==> config.mk <==
export PLATFORM = sky130hd
export DESIGN_NAME = sample_uart_tx
export DESIGN_NICKNAME = d
export VERILOG_FILES = /design/src/rtl/sample_uart_tx.sv
export SDC_FILE = /design/constraint.sdc
export NUM_CORES = 1
export LEC_CHECK = 0
export BUFFER_PORTS_ARGS = -buffer_cell sky130_fd_sc_hd__buf_4
export CAP_MARGIN = 5
export CORE_UTILIZATION = 54
export CTS_CLUSTER_SIZE = 8
export DETAILED_ROUTE_END_ITERATION = 10
export GPL_ROUTABILITY_DRIVEN = 0
export PLACE_DENSITY = 0.77
export SLEW_MARGIN = 20
export SYNTH_ARGS = -nofsm -noshare
export SYNTH_HDL_FRONTEND = slang
export SYNTH_SLANG_ARGS = --single-unit
==> constraint.sdc <==
create_clock -name clk -period 2.4 [get_ports clk]
set_clock_uncertainty 0.1 [all_clocks]
set_input_delay 0.24 -clock clk [delete_from_list [all_inputs] [get_ports clk]]
set_output_delay 0.24 -clock clk [all_outputs]
set_load 0.03 [all_outputs]
==> src/rtl/sample_uart_tx.sv <==
// sample_uart_tx: FIFO-buffered 8N1 UART transmitter for sample bytes.
// Ports: clk, rst_n (async low); ena gates frame start; data_in/data_valid/
// data_ready push side; tx serial out (idle high); busy frame in progress;
// fifo_count occupancy; overflow sticky drop flag, cleared by clear_ovf.
module sample_uart_tx #(
    parameter int DEPTH        = 8,
    parameter int CLKS_PER_BIT = 4
) (
    input  logic                     clk,
    input  logic                     rst_n,
    input  logic                     ena,
    input  logic [7:0]               data_in,
    input  logic                     data_valid,
    output logic                     data_ready,
    output logic                     tx,
    output logic                     busy,
    output logic [$clog2(DEPTH):0]   fifo_count,
    output logic                     overflow,
    input  logic                     clear_ovf
);

    localparam int PW = $clog2(DEPTH);
    localparam int CW = $clog2(CLKS_PER_BIT);

    typedef enum logic [1:0] {IDLE, START, DATA, STOP} state_t;

    state_t        state;
    state_t        state_nxt;
    logic [7:0]    mem [DEPTH];
    logic [PW-1:0] wr_ptr;
    logic [PW-1:0] rd_ptr;
    logic [PW:0]   count;
    logic [CW-1:0] cyc_cnt;
    logic [2:0]    bit_cnt;
    logic [7:0]    shreg;
    logic          tx_q;
    logic          busy_q;
    logic          ovf_q;
    logic          tx_nxt;
    logic          push;
    logic          pop;
    logic          drop;
    logic          last_cyc;

    assign data_ready = (count != (PW+1)'(DEPTH));
    assign push       = data_valid && data_ready;
    assign drop       = data_valid && !data_ready;
    assign pop        = (state == IDLE) && ena && (count != '0);
    assign last_cyc   = (cyc_cnt == CW'(CLKS_PER_BIT - 1));

    assign tx         = tx_q;
    assign busy       = busy_q;
    assign fifo_count = count;
    assign overflow   = ovf_q;

    // FIFO storage is not reset; emptiness is carried by the pointers/count.
    always_ff @(posedge clk) begin
        if (push) begin
            mem[wr_ptr] <= data_in;
        end
    end

    always_ff @(posedge clk or negedge rst_n) begin
        if (!rst_n) begin
            wr_ptr <= '0;
            rd_ptr <= '0;
            count  <= '0;
            ovf_q  <= 1'b0;
        end else begin
            if (push) begin
                wr_ptr <= wr_ptr + PW'(1);
            end
            if (pop) begin
                rd_ptr <= rd_ptr + PW'(1);
            end
            case ({push, pop})
                2'b10:   count <= count + (PW+1)'(1);
                2'b01:   count <= count - (PW+1)'(1);
                default: count <= count;
            endcase
            // A drop in the same cycle as a clear keeps the flag set.
            if (drop) begin
                ovf_q <= 1'b1;
            end else if (clear_ovf) begin
                ovf_q <= 1'b0;
            end
        end
    end

    always_ff @(posedge clk or negedge rst_n) begin
        if (!rst_n) begin
            state   <= IDLE;
            cyc_cnt <= '0;
            bit_cnt <= '0;
            shreg   <= '0;
            tx_q    <= 1'b1;
            busy_q  <= 1'b0;
        end else begin
            state  <= state_nxt;
            // tx and busy are registered copies of the current state's
            // line level, so both trail the FSM by one cycle.
            tx_q   <= tx_nxt;
            busy_q <= (state != IDLE);
            if (state == IDLE) begin
                cyc_cnt <= '0;
                bit_cnt <= '0;
                if (pop) begin
                    shreg <= mem[rd_ptr];
                end
            end else if (last_cyc) begin
                cyc_cnt <= '0;
                if (state == DATA) begin
                    shreg   <= shreg >> 1;
                    bit_cnt <= (bit_cnt == 3'd7) ? 3'd0 : bit_cnt + 3'd1;
                end
            end else begin
                cyc_cnt <= cyc_cnt + CW'(1);
            end
        end
    end

    always_comb begin
        state_nxt = state;
        tx_nxt    = 1'b1;
        case (state)
            IDLE: begin
                if (pop) begin
                    state_nxt = START;
                end
            end
            START: begin
                tx_nxt = 1'b0;
                if (last_cyc) begin
                    state_nxt = DATA;
                end
            end
            DATA: begin
                tx_nxt = shreg[0];
                if (last_cyc && (bit_cnt == 3'd7)) begin
                    state_nxt = STOP;
                end
            end
            STOP: begin
                if (last_cyc) begin
                    state_nxt = IDLE;
                end
            end
            default: state_nxt = IDLE;
        endcase
    end

endmodule

* Word-level counts from Yosys, hierarchy flattened
Memories as Yosys holds them, arrays and structs flattened. Index checks and enable logic that the tools add are counted.
Operators by class: reductions and logical operators 16, multiplexer cells 21, equal/unequal tests 12, add/subtract/negate cells 6
Operators with widths (number):
- two-way mux 8 bit | 4
- two-way mux 2 bit | 6
- two-way mux 3 bit | 4
- nonzero test 2 bit | 5
- adder 3 x 1 -> 3 bit, second input constant | 3
- == test 2 bit, second input constant | 4
- one-hot mux 2 bit (4 select lines) | 1
- one-hot mux 4 bit (2 select lines) | 1
- != test 2 bit, second input constant | 3
- logical AND 1 bit | 5
- adder 4 x 1 -> 4 bit, second input constant | 1
- == test 2 x 1 -> 1 bit, second input constant | 2
- two-way mux 1 bit | 4
- != test 4 bit, second input constant | 1
- AND reduction 4 bit | 1
- nonzero test 4 bit | 1
- subtractor 4 x 1 -> 4 bit, second input constant | 1
- == test 3 bit, second input constant | 1
- AND reduction 3 bit | 1
- adder 2 x 1 -> 2 bit, second input constant | 1
- zero test 2 bit | 1
- != test 2 x 1 -> 1 bit, second input constant | 1
- one-hot mux 1 bit (2 select lines) | 1
- AND reduction 2 bit | 1
- zero test 1 bit | 1
Word-level totals: register bits after elaboration 28, RAM bits 64, output and inout bits 8, bits of input ports 13, memories 1
Memories:
- mem | depth 8, width 8, read ports 1, clocked after Yosys merged registers in 0, wr ports 1, line 29 | logic [7:0] mem [DEPTH];

* Logic depth before layout (Yosys ltp)
Gate-level depths: netlist of run 1.
depth in word-level cells 5, mapped depth 11, depth with buffers taken out 11

* Least setup slack after synthesis of run 1
Ideal clock, no wire load.
path kind flip-flop to flip-flop, from reg count[1] (netlist: fifo_count[1]), to reg count[2] (netlist: fifo_count[2]), required time 2.158 ns, arrival 2.329 ns, setup time 0.142 ns, period minus slack after synthesis 2.570 ns, slack -0.170 ns, cell stages (with the launch flop) 12, cell sequence dfrtp_1 buf_6 or2_4 o311ai_4 inv_2 ha_1 xor2_1 ha_1 a21oi_1 xor2_1 nor2_1 xor2_1
Between the ends: word-level cells in the longest chain between the ends 4, elaborated cells between the ends (all ways) 10, classes of those cells add/sub (2); eq/ne (3); mux (1); reduce/logical (4)
Ends and longest elaborated chain:
- start: declaration | line 32 | logic [PW:0] count;
- start signal: assignment | line 77 | 2'b10: count <= count + (PW+1)'(1);
- start signal: assignment | line 78 | 2'b01: count <= count - (PW+1)'(1);
- start signal: assignment | line 79 | default: count <= count;
- nonzero test 4 bit * | line 48 | assign pop = (state == IDLE) && ena && (count != '0);
- logical AND 1 bit * | line 48
- named net pop | line 41 | logic pop;
- == test 2 x 1 -> 1 bit or == test 2 bit (tied branches) | line 76 | case ({push, pop})
- one-hot mux 4 bit (2 select lines) or nonzero test 2 bit (tied branches)
Mark *: on every way through the listed nets, which the timed path passes. The rest lies on a longest branch. A chain may end at the register's enable or synchronous reset.

* Worst setup path after layout of run 1
from reg count[0] (netlist: fifo_count[0]), to reg count[2] (netlist: fifo_count[2])
The elaborated chain is that of the path after synthesis.

==> impl_metrics.ini, run 1 <==
[setup_path]
cp-end-kind = flop
critical_path_required_ps = 2540
critPathLaunchType = flop
worstPathMaxFanout = 6
crit_type = reg2reg
arrival_ps = 2410

[synth]
synth-seq-cells = 92
synth_cell_types = 34
synth_simple_gate_area_share_pct = 5.84
postSynthCellCount = 232
yosysTopAreaCellShare_pct = 49.3
synth_compound_area_share_pct = 3.75
ys_top_cells_by_area = edfxtp_1, dfrtp_1, mux4_2, ha_1, mux2_2
ys_warn_count = 0
avgSynthCellArea_sq_um = 16.8
synth_fa_ha_area_share_pct = 4.17
synth_mux_area_share_pct = 14.4
synth.largest_area_cell = edfxtp_1
syn_nets = 258
seq_area_frac_synth_pct = 67.3
synth-xor-area-share_pct = 2.02
synth_area_sq_um = 3900
synth_top_family_by_area = multiplexers

[power_and_ir_drop]
switching_share_pct = 34.4
ir_drop_mv = 0.501
internal_power_mw = 3.46
pwr-share-comb_pct = 36.7
clkPwrFrac_pct = 18.8
p_leak_nw = 1.68
pwr-share-seq_pct = 44.6
power.switching_mw = 1.81
power.density_nw_per_um2 = 1160

[timing]
drv_slew = 0
rsz0062_at_grt = no
tightest_slew_ps = 861
finalCritPeriodShare_pct = 94.2
finalHoldViolCount = 0
setup_viol = 0
relSlewSlack_pct = 42.4
max_freq_mhz = 442
period_needed_ps = 2260

[layout]
drive_above_1_share_pct = 31.8
area_growth_pct = 16.4
final_util_pct = 66.1
antenna_cells = 0
finalNonFillerCells = 379
num-nets-final = 304
mostFrequentLayoutCell = edfxtp_1
most-common-layout-cells = edfxtp_1, buf_4, dfrtp_1
nFillCells = 491

[clock_tree]
clk_latency_ps = 360
cts_root_buffer = clkbuf_8
cts_made_buffers = 9
h-tree-depth = 3
clkSinkCount = 92
path_clk_slew_ps = 90
clk_path_buf_depth = 2
cts_tree = built

[global_routing]
grt_pass1_wl_um = 10100
antenna_found_initial = 0
grt_overflow_total = 0
grt_max_degree = 29
grtUsageTotal_pct = 18.8
grt_pass1_vias = 2025

[floorplan]
initial_core_util_pct = 56.8
coreArea_sq_um = 6870
num_io_pins = 21
dieArea_sq_um = 7570
rows = 30
die-height_um = 87.0
die_w_um = 87.0

[detailed_routing]
via_count = 2025
drt_iter0_drc = 130
ant_nets = 0
route.detailed.wl_per_inst_um = 16.7
drtPass1Iterations = 4
viasPerCell = 5.34
drt_wl_total_um = 6320
drc_errors = 0

[min_path]
hold_class = in2reg

[job]
maxCapViolCount = 0

[placement]
port_buffers = 20
dp_hpwl_um = 4070
post-place-cells = 353

[outcome]
status = finished clean
==> cell type report <==
class / instances / area [sq um] / share of cell area [%]
Clock buffer: 9 / 124 / 2.73
Clock inverter: 7 / 68.8 / 1.52
Inverter: 7 / 26.3 / 0.579
Multi-Input combinational cell: 124 / 1210 / 26.6
Sequential cell: 92 / 2630 / 57.9
Tap cell: 96 / 120 / 2.65
Timing Repair Buffer: 44 / 365 / 8.05
==> worst paths after layout <==
path | end | depth (start not counted) | start | slack [ps]
hold / removal | mem[3][7] | 1 | data_in[7] | 20
setup reg to reg | fifo_count[2] | 10 | fifo_count[0] | 140
hold reg to reg | cyc_cnt[0] | 1 | cyc_cnt[0] | 350
max in group asynchronous | tx | 2 | rst_n | 1660
min in group asynchronous | state[0] | 2 | rst_n | 230
setup / recovery | fifo_count[2] | 10 | fifo_count[0] | 140
==> cell families (layout without fill, tap and decap cells) <==
family | Yosys count | after routing
AO/OA/AOI/OAI | 21 | 21
XOR/XNOR | 9 | 9
adder cells (fa/ha/maj) | 13 | 13
buffers and inverters | 16 | 67
flip-flops | 92 | 92
multiplexers | 35 | 35
AND/OR/NAND/NOR | 46 | 46
==> synthesized netlist by cell type <==
master,count
nand2b_1,3
clkbuf_4,1
mux2i_1,9
dfrtp_1,27
clkbuf_2,1
and3b_2,1
inv_2,1
mux4_2,16
dfstp_2,1
a31oi_4,1
nor3b_1,2
nor2_1,14
buf_1,2
o2bb2ai_1,1
xor2_1,5
mux2_2,10
o21ai_0,4
nor4_1,1
inv_1,6
a21oi_1,14
nor4b_1,1
buf_4,2
nand3b_1,1
nor3_1,7
buf_6,2
or2_4,1
ha_1,13
o311ai_4,1
clkbuf_8,1
edfxtp_1,64
nor2b_1,3
xnor2_1,4
nand2_1,11
nand3_1,1
==> power groups by stage <==
stage	clock, mW	sequential [mW]	combinational, mW
2_1_floorplan	0	2.41	1.37
3_3_place_gp	0	2.36	1.87
3_5_place_dp	0	2.38	1.90
4_1_cts	1.00	2.35	1.92
5_1_grt	1.07	2.39	2.12
6_report	0.988	2.35	1.93
==> state kept, by name, indices dropped and copies added, names as in the netlist <==
| name | count |
|---|---|
| overflow | 1 |
| rd_ptr | 3 |
| state | 2 |
| mem | 64 |
| cyc_cnt | 2 |
| fifo_count | 4 |
| shreg | 8 |
| wr_ptr | 3 |
| bit_cnt | 3 |
| tx | 1 |
| busy | 1 |
==> through the flow <==
step	hold WS, ps	worst slack [ps]	setup TNS, ps	power (mW)	instance area [sq um]
after global routing	5.94	5.80	0	5.58	4540
after global placement	83.5	122	0	4.22	4230
after floorplan	-156	-129	-129	3.78	3910
final	17.1	139	0	5.27	4540
after CTS	0.142	70.3	0	5.27	4480
after detailed placement	84.6	84.7	0	4.28	4230
==> layer usage <==
layer	track usage (%)	part of all wire, %
met3	4.83	2.4
met1	23.8	45
met5	0	0
met2	31.3	51
met4	7.27	1.3
==> worst max-delay path: stages (launching register included) <==
cell,delay (ps)
dfrtp_2,470
or2_4,270
o311ai_4,230
inv_2,60
ha_2,210
xor2_1,150
ha_1,190
a21oi_2,120
xor2_1,150
nor2_1,60
xor2_1,140
==> timing repair <==
| item | CTS | global route |
|---|---|---|
| hold endpoints to repair | 53 | 17 |
| setup buffers | 0 | 1 |
| hold buffers | 6 | 3 |
| gates resized for setup | 0 | 5 |
| setup endpoints to repair | 0 | 1 |
Note: power is estimated with default switching activity, not from simulation.
==> run 2: changes to the inputs <==
--- a/config.mk
+++ b/config.mk
@@ -7,11 +7,11 @@
 export LEC_CHECK = 0
 export BUFFER_PORTS_ARGS = -buffer_cell sky130_fd_sc_hd__buf_4
 export CAP_MARGIN = 5
-export CORE_UTILIZATION = 54
+export CORE_UTILIZATION = 40
 export CTS_CLUSTER_SIZE = 8
 export DETAILED_ROUTE_END_ITERATION = 10
 export GPL_ROUTABILITY_DRIVEN = 0
-export PLACE_DENSITY = 0.77
+export PLACE_DENSITY = 0.6
 export SLEW_MARGIN = 20
 export SYNTH_ARGS = -nofsm -noshare
 export SYNTH_HDL_FRONTEND = slang
==> impl_metrics.ini, run 2 (synthesis results as in run 1) <==
[setup_path]
cp-end-kind = flop
cpMaxStageDelayCell = dfrtp_1
crit_type = reg2reg
r2r-start = fifo_count[0]
crit_family = flip-flops
r2r_cells = 10
path_buf_inv = 1
r2r_end = fifo_count[2]
arrival_ps = 2390
r2r_slack_ps = 150
critPathLaunchType = flop
worstPathMaxFanout = 5
cp_common_cell = xor2_1
cpPeakStageDelay_ps = 440
path_cells = or2_4 > o311ai_4 > inv_2 > ha_4 > xor2_1 > ha_1 > a21oi_1 > xor2_1 > nor2_1 > xor2_1
critical_path_required_ps = 2540

[floorplan]
die_w_um = 101
dieArea_sq_um = 10100
initial_core_util_pct = 41.8
die-height_um = 101
num_io_pins = 21
coreArea_sq_um = 9330
rows = 35

[timing]
period_needed_ps = 2250
setup_tns_ps = 0
rsz0062_at_grt = no
tightest_slew_ps = 556
max_freq_mhz = 445
drv_slew = 0
fin_ws_ps = 154
finalHoldViolCount = 0
setup_viol = 0
whs_ps = 17.6
relSlewSlack_pct = 63.0
finalCritPeriodShare_pct = 93.6

[layout]
mostFrequentLayoutCell = edfxtp_1
drive_above_1_share_pct = 31.4
final_util_pct = 49.6
largest-register = mem
most-common-layout-cells = edfxtp_1, buf_4, dfrtp_1
antenna_cells = 0
area_growth_pct = 18.5
num-nets-final = 308
largest_reg_flops = 64

[placement]
dp_slack_ps = 91.6
port_buffers = 20
dp_hpwl_um = 4370

[global_routing]
grtUsageTotal_pct = 15.4
grt_max_degree = 29
grt_pass1_vias = 2102
grt_pass1_wl_um = 11200
antenna_found_initial = 0
grt_overflow_total = 0

[detailed_routing]
drtPass1Iterations = 4
drc_errors = 0
ant_nets = 0
drt_iter0_drc = 95
drt_wl_total_um = 6990
route.detailed.wl_per_inst_um = 16.8
via_count = 2024
viasPerCell = 4.87

[min_path]
holdPathEnd = mem[2][6]
hp-start = data_in[6]
min_path_cells = 1
hold_class = in2reg

[power_and_ir_drop]
power.density_nw_per_um2 = 1150
p_leak_nw = 1.72
ir_drop_mv = 0.340

[job]
maxCapViolCount = 0

[clock_tree]
cts_made_buffers = 9
cts_tree = built
path_clk_slew_ps = 100
cts_root_buffer = clkbuf_8
clk_path_buf_depth = 2
clk_latency_ps = 370
postCtsSetupBuffers = 0
clkSinkCount = 92
h-tree-depth = 3

[outcome]
status = finished clean
## run 2: changes by cell type in the layout (fill, tap and decap cells not counted), sizes merged
cell and delta:
buf +3, inv +1, dlygate4sd3 +1, clkinvlp -2
clkinv +1
## run 2: per-stage QoR
stage                     cell area (sq um)  power [mW]  cells
after detailed placement               4300        4.34    390
after global placement                 4300        4.29    390
after global routing                   4620        5.68    416
after CTS                              4600        5.40    416
after floorplan                        3910        3.78    232
final                                  4620        5.34    416
## run 2: layout make-up
type                    instances  area [sq um]
multi-input cells             124          1210
well taps                     129           161
repair buffers                 48           398
fillers                       805          4700
clock buffers                   9           124
flip-flops and latches         92          2630
inverters                       7          26.3
clock inverters                 7          76.3
## run 2: layer usage
metal / track usage (%) / part of all wire [%]
met2: 26.1 / 51
met1: 19.1 / 45
met5: 0 / 0
met3: 3.33 / 2.8
met4: 6.35 / 1.3
## run 2: timing repair
| item | CTS | global route |
|---|---|---|
| endpoints found under the setup margin | 0 | 1 |
| endpoints found under the hold margin | 75 | 0 |
| hold buffers | 10 | 0 |
| gates resized for setup | 0 | 3 |
## run 2: worst max-delay path by stage
stage / startpoint / to / cells after the start
2_1_floorplan: fifo_count[1] / fifo_count[2] / 11
4_1_cts: fifo_count[0] / fifo_count[2] / 11
3_3_place_gp: fifo_count[0] / fifo_count[2] / 10
5_1_grt: fifo_count[0] / fifo_count[2] / 11
3_5_place_dp: fifo_count[0] / fifo_count[2] / 10
6_report: fifo_count[0] / fifo_count[2] / 10
## run 2: power by group
group | switching [mW] | total, mW | internal, mW
Sequential | 0.231 | 2.32 | 2.09
Combinational | 1.01 | 1.98 | 0.970
Clock | 0.624 | 1.04 | 0.414
